## config.mk

```make
export PLATFORM = sky130hd
export DESIGN_NAME = inst_fetch_queue
export DESIGN_NICKNAME = d
export VERILOG_FILES = /design/src/rtl/inst_fetch_queue_pkg.sv /design/src/rtl/inst_fetch_queue_sync_fifo.sv /design/src/rtl/inst_fetch_queue.sv
export SDC_FILE = /design/constraint.sdc
export NUM_CORES = 1
export LEC_CHECK = 0
export CAP_MARGIN = 20
export CORE_MARGIN = 1
export CORE_UTILIZATION = 55
export CTS_BUF_LIST = sky130_fd_sc_hd__clkbuf_16
export DETAILED_ROUTE_END_ITERATION = 6
export PLACE_DENSITY = 0.77
export SYNTH_ARGS = -nofsm -noshare
export SYNTH_HDL_FRONTEND = slang
export SYNTH_HIERARCHICAL = 1
export SYNTH_SLANG_ARGS = --single-unit
```

## constraint.sdc

```tcl
create_clock -name clk -period 8.3 [get_ports clk]
set_input_delay 1.66 -clock clk [delete_from_list [all_inputs] [get_ports clk]]
set_output_delay 1.66 -clock clk [all_outputs]
set_load 0.01 [all_outputs]
```

## src/rtl/inst_fetch_queue_pkg.sv

```systemverilog
// Shared types and constants for the instruction-fetch front end.
package inst_fetch_queue_pkg;

  localparam logic [4:0]  EX_ADEL         = 5'h04;
  localparam int unsigned FS_TO_DS_BUS_WD = 70;

  typedef struct packed {
    logic        ex;
    logic [31:0] inst;
    logic [31:0] pc;
  } fq_entry_t;

  localparam int unsigned FQ_ENTRY_WD = $bits(fq_entry_t);

  typedef enum logic {
    FETCH_RUN,
    FETCH_HALT
  } fetch_state_t;

  function automatic logic pc_misaligned(input logic [31:0] pc);
    return pc[1:0] != 2'b00;
  endfunction

endpackage

```

## src/rtl/inst_fetch_queue_sync_fifo.sv

```systemverilog
// Synchronous FIFO with flush; head data is read straight from registered storage.
module sync_fifo #(
  parameter int unsigned WIDTH = 32,
  parameter int unsigned DEPTH = 4,
  localparam int unsigned AW   = (DEPTH > 1) ? $clog2(DEPTH) : 1
) (
  input  logic             clk,
  input  logic             reset,
  input  logic             push,
  input  logic             pop,
  input  logic             flush,
  input  logic [WIDTH-1:0] wdata,
  output logic [WIDTH-1:0] rdata,
  output logic             full,
  output logic             empty,
  output logic [AW:0]      count
);

  localparam logic [AW-1:0] LAST_IDX = AW'(DEPTH - 1);
  localparam logic [AW:0]   FULL_CNT = (AW + 1)'(DEPTH);

  logic [WIDTH-1:0] mem [DEPTH];
  logic [AW-1:0]    wr_ptr;
  logic [AW-1:0]    rd_ptr;
  logic             do_push;
  logic             do_pop;

  function automatic logic [AW-1:0] ptr_inc(input logic [AW-1:0] p);
    return (p == LAST_IDX) ? '0 : p + AW'(1);
  endfunction

  always_comb begin
    full    = (count == FULL_CNT);
    empty   = (count == '0);
    do_pop  = pop && !empty;
    do_push = push && (!full || do_pop);
    rdata   = mem[rd_ptr];
  end

  always_ff @(posedge clk) begin
    if (reset || flush) begin
      wr_ptr <= '0;
      rd_ptr <= '0;
      count  <= '0;
    end else begin
      if (do_push) wr_ptr <= ptr_inc(wr_ptr);
      if (do_pop)  rd_ptr <= ptr_inc(rd_ptr);
      case ({do_push, do_pop})
        2'b10:   count <= count + (AW + 1)'(1);
        2'b01:   count <= count - (AW + 1)'(1);
        default: count <= count;
      endcase
    end
  end

  always_ff @(posedge clk) begin
    if (do_push && !flush && !reset) mem[wr_ptr] <= wdata;
  end

endmodule

```

## src/rtl/inst_fetch_queue.sv

```systemverilog
// Pipelined instruction fetch: sequential PC generation, multiple sram-like reads
// in flight, instruction queue toward decode, and counted discard on redirect.
module inst_fetch_queue
  import inst_fetch_queue_pkg::*;
#(
  parameter int unsigned MAX_OUTSTANDING = 2,
  parameter int unsigned QUEUE_DEPTH     = 4,
  parameter logic [31:0] RESET_PC        = 32'hbfc00000
) (
  input  logic        clk,
  input  logic        reset,
  input  logic        redirect_valid,
  input  logic [31:0] redirect_pc,
  output logic        inst_sram_req,
  output logic        inst_sram_wr,
  output logic [1:0]  inst_sram_size,
  output logic [31:0] inst_sram_addr,
  output logic [3:0]  inst_sram_wstrb,
  output logic [31:0] inst_sram_wdata,
  input  logic        inst_sram_addrok,
  input  logic        inst_sram_dataok,
  input  logic [31:0] inst_sram_rdata,
  output logic        fs_to_ds_valid,
  input  logic        ds_allowin,
  output logic [31:0] fs_pc,
  output logic [31:0] fs_inst,
  output logic        fs_ex,
  output logic [4:0]  fs_exccode
);

  localparam int unsigned OW  = $clog2(MAX_OUTSTANDING + 1);
  localparam int unsigned PAW = (MAX_OUTSTANDING > 1) ? $clog2(MAX_OUTSTANDING) : 1;
  localparam int unsigned QAW = (QUEUE_DEPTH > 1) ? $clog2(QUEUE_DEPTH) : 1;
  localparam int unsigned CW  = QAW + 2;
  localparam logic [OW-1:0] O_MAX = OW'(MAX_OUTSTANDING);
  localparam logic [CW-1:0] Q_CAP = CW'(QUEUE_DEPTH);

  fetch_state_t state, state_next;
  logic [31:0]  fetch_pc, fetch_pc_next;
  logic [OW-1:0] o_cnt, o_next;
  logic [OW-1:0] d_cnt, d_next;

  logic          pend_full, pend_empty, pend_pop;
  logic [PAW:0]  pend_count;
  logic [31:0]   pend_pc;

  fq_entry_t     q_wdata, q_head;
  logic          q_full, q_empty, q_push, q_pop;
  logic [QAW:0]  q_count;

  logic          accept, resp_keep, misalign_enq;
  logic [CW-1:0] credit_used;
  logic [FS_TO_DS_BUS_WD-1:0] fs_to_ds_bus;

  assign inst_sram_wr    = 1'b0;
  assign inst_sram_size  = 2'd2;
  assign inst_sram_wstrb = '0;
  assign inst_sram_wdata = '0;
  assign inst_sram_addr  = fetch_pc;

  // pend_count tracks O-D exactly: kept requests push/pop it, discarded ones never enter.
  always_comb begin
    credit_used   = CW'(pend_count) + CW'(q_count);
    inst_sram_req = !reset && !redirect_valid && (state == FETCH_RUN)
                    && !pc_misaligned(fetch_pc) && (o_cnt < O_MAX)
                    && !pend_full && (credit_used < Q_CAP);
  end

  always_comb begin
    accept       = inst_sram_req && inst_sram_addrok;
    resp_keep    = inst_sram_dataok && (d_cnt == '0) && !redirect_valid;
    pend_pop     = resp_keep && !pend_empty;
    misalign_enq = !redirect_valid && (state == FETCH_RUN)
                   && pc_misaligned(fetch_pc) && !q_full;
    q_push       = resp_keep || misalign_enq;
    q_pop        = !q_empty && ds_allowin && !redirect_valid;

    q_wdata = '{ex: 1'b0, inst: inst_sram_rdata, pc: pend_pc};
    if (!resp_keep && misalign_enq) q_wdata = '{ex: 1'b1, inst: '0, pc: fetch_pc};
  end

  always_comb begin
    o_next        = o_cnt + OW'(accept) - OW'(inst_sram_dataok);
    d_next        = d_cnt;
    fetch_pc_next = fetch_pc;
    if (redirect_valid) begin
      // Everything still unanswered after this cycle belongs to the old stream.
      d_next        = o_next;
      fetch_pc_next = redirect_pc;
    end else begin
      if (inst_sram_dataok && (d_cnt != '0)) d_next = d_cnt - OW'(1);
      if (accept) fetch_pc_next = fetch_pc + 32'd4;
    end
  end

  always_comb begin
    state_next = state;
    if (redirect_valid)    state_next = FETCH_RUN;
    else if (misalign_enq) state_next = FETCH_HALT;
  end

  always_ff @(posedge clk) begin
    if (reset) begin
      state    <= FETCH_RUN;
      fetch_pc <= RESET_PC;
      o_cnt    <= '0;
      d_cnt    <= '0;
    end else begin
      state    <= state_next;
      fetch_pc <= fetch_pc_next;
      o_cnt    <= o_next;
      d_cnt    <= d_next;
    end
  end

  sync_fifo #(
    .WIDTH (32),
    .DEPTH (MAX_OUTSTANDING)
  ) u_pend_fifo (
    .clk   (clk),
    .reset (reset),
    .push  (accept),
    .pop   (pend_pop),
    .flush (redirect_valid),
    .wdata (fetch_pc),
    .rdata (pend_pc),
    .full  (pend_full),
    .empty (pend_empty),
    .count (pend_count)
  );

  sync_fifo #(
    .WIDTH (FQ_ENTRY_WD),
    .DEPTH (QUEUE_DEPTH)
  ) u_inst_queue (
    .clk   (clk),
    .reset (reset),
    .push  (q_push),
    .pop   (q_pop),
    .flush (redirect_valid),
    .wdata (q_wdata),
    .rdata (q_head),
    .full  (q_full),
    .empty (q_empty),
    .count (q_count)
  );

  always_comb begin
    fs_to_ds_valid = !q_empty;
    fs_to_ds_bus   = '0;
    if (!q_empty)
      fs_to_ds_bus = {q_head.ex, (q_head.ex ? EX_ADEL : 5'd0), q_head.inst, q_head.pc};
  end

  assign {fs_ex, fs_exccode, fs_inst, fs_pc} = fs_to_ds_bus;

endmodule

```

==> impl_metrics.yaml <==
pwr:
  p_clk_share_pct: 39.2
  p_leak_uw: 0.00612
  vdd_drop_max_mv: 0.147
  swShare_pct: 20.6
  seqPwrFrac_pct: 54.9
  comb_power_share_pct: 5.8
  power_density_nw_per_um2: 204
  switching_power_uw: 794
  internal-power_uw: 3060
clocking:
  clk_pin_slew_ps: 60
  hold_buffers: 0
  cts_htree_levels: 2
  cts_made_buffers: 37
  post_cts_resized: 0
  post-cts-setup-buffers: 0
  clock_latency_ps: 510
  clockRootBuffer: "clkbuf_16"
  clock_sinks: 375
  cts_tree: "built"
  clk_path_buf_depth: 3
critical_path:
  crit_required_ps: 6640
  crit_arrival_ps: 3860
  r2r_slack_ps: 4750
  startpoint_type: "input pin"
  crit_path_frequent_cell: "clkdlybuf4s50_1"
  max_stage_delay_ps: 780
  critPathKind: "input pin to primary output"
  r2r-end: "u_inst_queue/mem[2][63]$_DFFE_PP_"
  r2r-start: "u_inst_queue/count[0]$_SDFFE_PP0P_"
  path_cells: "clkdlybuf4s50_1, nor4_2, and3_1, nor2b_1, clkdlybuf4s50_1"
  cp_slowest_cell: "clkdlybuf4s50_1"
  crit_path_max_fanout: 18
  worstRegToRegCells: 8
  endpoint_kind: "primary output"
final_layout:
  fillers: 1869
  area_growth_pct: 18.6
  drive_gt1_share_pct: 17.4
  n_antenna_cell: 0
  postLayoutCoreUtil_pct: 67.1
  regArea_um2: 10800
  instances_no_fill: 1556
  multi_input_area_um2: 4760
  nets: 1236
drt:
  wire_per_inst_um: 20.4
  vias: 8961
  drtIter0Drc: 820
  totalWireLength_mm: 31.8
  drc: 0
  ant_nets: 0
  via_per_inst: 5.76
  firstDrtPassIters: 5
min_path:
  hold_end: "state$_SDFFE_PP0P_"
  hp-class: "flop to flop"
  worstHoldStart: "state$_SDFFE_PP0P_"
  worstHoldPathCells: 2
logic_synthesis:
  synth_seq_cells: 375
  synth_common_cells: "324 x edfxtp_1, 68 x nor2b_1, 65 x mux4_2"
  synth-compound-area-share_pct: 3.98
  synthAdderAreaFrac_pct: 0.911
  synth_top_family_by_area: "multiplexers"
  syn_area_per_cell_um2: 16.1
  synth_top_area_cell: "edfxtp_1"
  synth_area_leaders: "edfxtp_1 61%, mux4_2 9.2%, dfxtp_1 6.4%"
  synth-simple-area-share_pct: 9.19
  synth_edf_count: 324
  ys_warn_count: 6
  synth_xor_area_share_pct: 0.714
  synth_top_area_share_pct: 61.0
  yosys.cell_types.count: 67
  synthMuxAreaShare_pct: 13.9
  synth.most_common_cell: "edfxtp_1"
  synth_seq_area_share_pct: 67.5
  ys.flop_type: "edfxtp_1"
  synth_area_um2: 15900
  netlist_instances: 990
  synthArstFlopShare_pct: 0
global_route:
  grt_pass1_vias: 8477
  antenna_found_initial: 0
  grt_max_degree: 68
  grt_pass1_wl_mm: 48.3
  grt_usage_pct: 21.8
  grt_overflow: 0
placement:
  dp.cells: 1493
  dpl.hpwl_mm: 18.8
  gp_congestion: 0.866
  port-buffer-count: 169
  pre_cts_slack_ps: 2820
outcome:
  status: "complete, no violations"
floorplanning:
  core_um2: 28200
  fp.dieW_um: 172
  pin_count: 213
  dieArea_um2: 29700
  start_util_pct: 56.6
  die_y_um: 172
  num_rows: 61
timing:
  clock_skew_ps: 9.75
  finalSetupTns_ps: 0
  fmax_mhz: 181
  hold_viol: 0
  max_slew.worst_pin.slew_ps: 1070
  rsz0062_at_grt: "false"
  finalCritPeriodShare_pct: 66.6
  period_minus_slack_ps: 5520
  finalSetupViolations: 0
  maxSlewHeadroom_pct: 28.9
  setup_slack_ps: 2780
  slew_violations: 0
flow_run:
  drv_cap: 0
placed cells by master (no fill, tap or decap), types with 5 or more instances in the layout:
cell type        count
edfxtp_1           324
clkdlybuf4s50_1    169
nor2b_1             68
mux4_2              65
mux2_2              61
dfxtp_1             49
conb_1              43
nor2_1              38
clkbuf_16           37
and2_1              34
a21oi_1             33
inv_1               27
nand2_1             25
o21ai_0             20
nand4_1             14
nand3_1             13
nor3_1              11
xor2_1              10
ha_1                10
clkinv_1            10
o211ai_1             8
o311ai_0             7
buf_4                7
a211oi_1             6
and3_1               5
logic make-up (layout without fill, tap and decap cells):
group | Yosys count | in the layout
AND/OR/NAND/NOR | 248 | 248
multiplexers | 132 | 132
flip-flops | 375 | 375
buffers and inverters | 110 | 257
adder cells (fa/ha/maj) | 11 | 11
other | 2 | 43
XOR/XNOR | 13 | 13
AO/OA/AOI/OAI | 99 | 99
critical path, delay by kind of cell:
family / cells / cell delay, ps
buffers and inverters: 2 / 1330
and+or+nand+nor: 3 / 870
sequential cells by signal, indices dropped and copies added (netlist names), 2 cells and up, named ones only:
| name | count |
|---|---|
| u_inst_queue/rd_ptr | 2 |
| u_inst_queue/count | 3 |
| u_pend_fifo/count | 2 |
| inst_sram_addr | 32 |
| d_cnt | 2 |
| o_cnt | 2 |
| u_inst_queue/mem | 260 |
| u_pend_fifo/mem | 64 |
| u_inst_queue/wr_ptr | 2 |
worst max-delay path by stage:
stage / start / endpoint / slack [ps] / cells after the start
floorplan: redirect_valid / u_pend_fifo/mem[1][0]$_DFFE_PP_ / 1650 / 7
CTS: redirect_valid / inst_sram_req / 2830 / 5
global route: redirect_valid / inst_sram_req / 2680 / 5
global placement: redirect_valid / inst_sram_req / 2900 / 5
detailed placement: redirect_valid / u_inst_queue/mem[1][2]$_DFFE_PP_ / 2820 / 7
finish: redirect_valid / inst_sram_req / 2780 / 5
per-layer routing:
layer  part of all wire (%)  up-vias  track usage, %  routed length, um
li1                       -     4059               -                  -
met1                     44     4522            31.7              13900
met2                     48      350            35.0              15300
met3                    6.9       30            3.66               2200
met4                    1.1        0            4.42                357
met5                      0        -               0                  0
stage by stage:
step                power (uW)  hold WS (ps)  area, um^2
finish                    3850           502       18900
global route              3980           537       18900
CTS                       3880           496       18900
detailed placement        2380           486       17800
global placement          2370           482       17800
floorplan                 2280           459       16100
final cells by class:
cell class                 count  area share, %
clock buffer                  37           4.90
clock inverter                25          0.834
inverter                      18          0.358
multi-input combinational    546           25.2
sequential                   375           56.9
tap                          378           2.50
timing repair buffer         177           9.29
power by group through the flow:
stage | clock, uW | combinational, uW | sequential [uW]
6_report | 1510 | 224 | 2120
5_1_grt | 1620 | 245 | 2120
4_1_cts | 1540 | 224 | 2110
3_5_place_dp | 0 | 222 | 2150
3_3_place_gp | 0 | 218 | 2150
2_1_floorplan | 0 | 136 | 2150
Note: power is estimated with default switching activity, not from simulation.
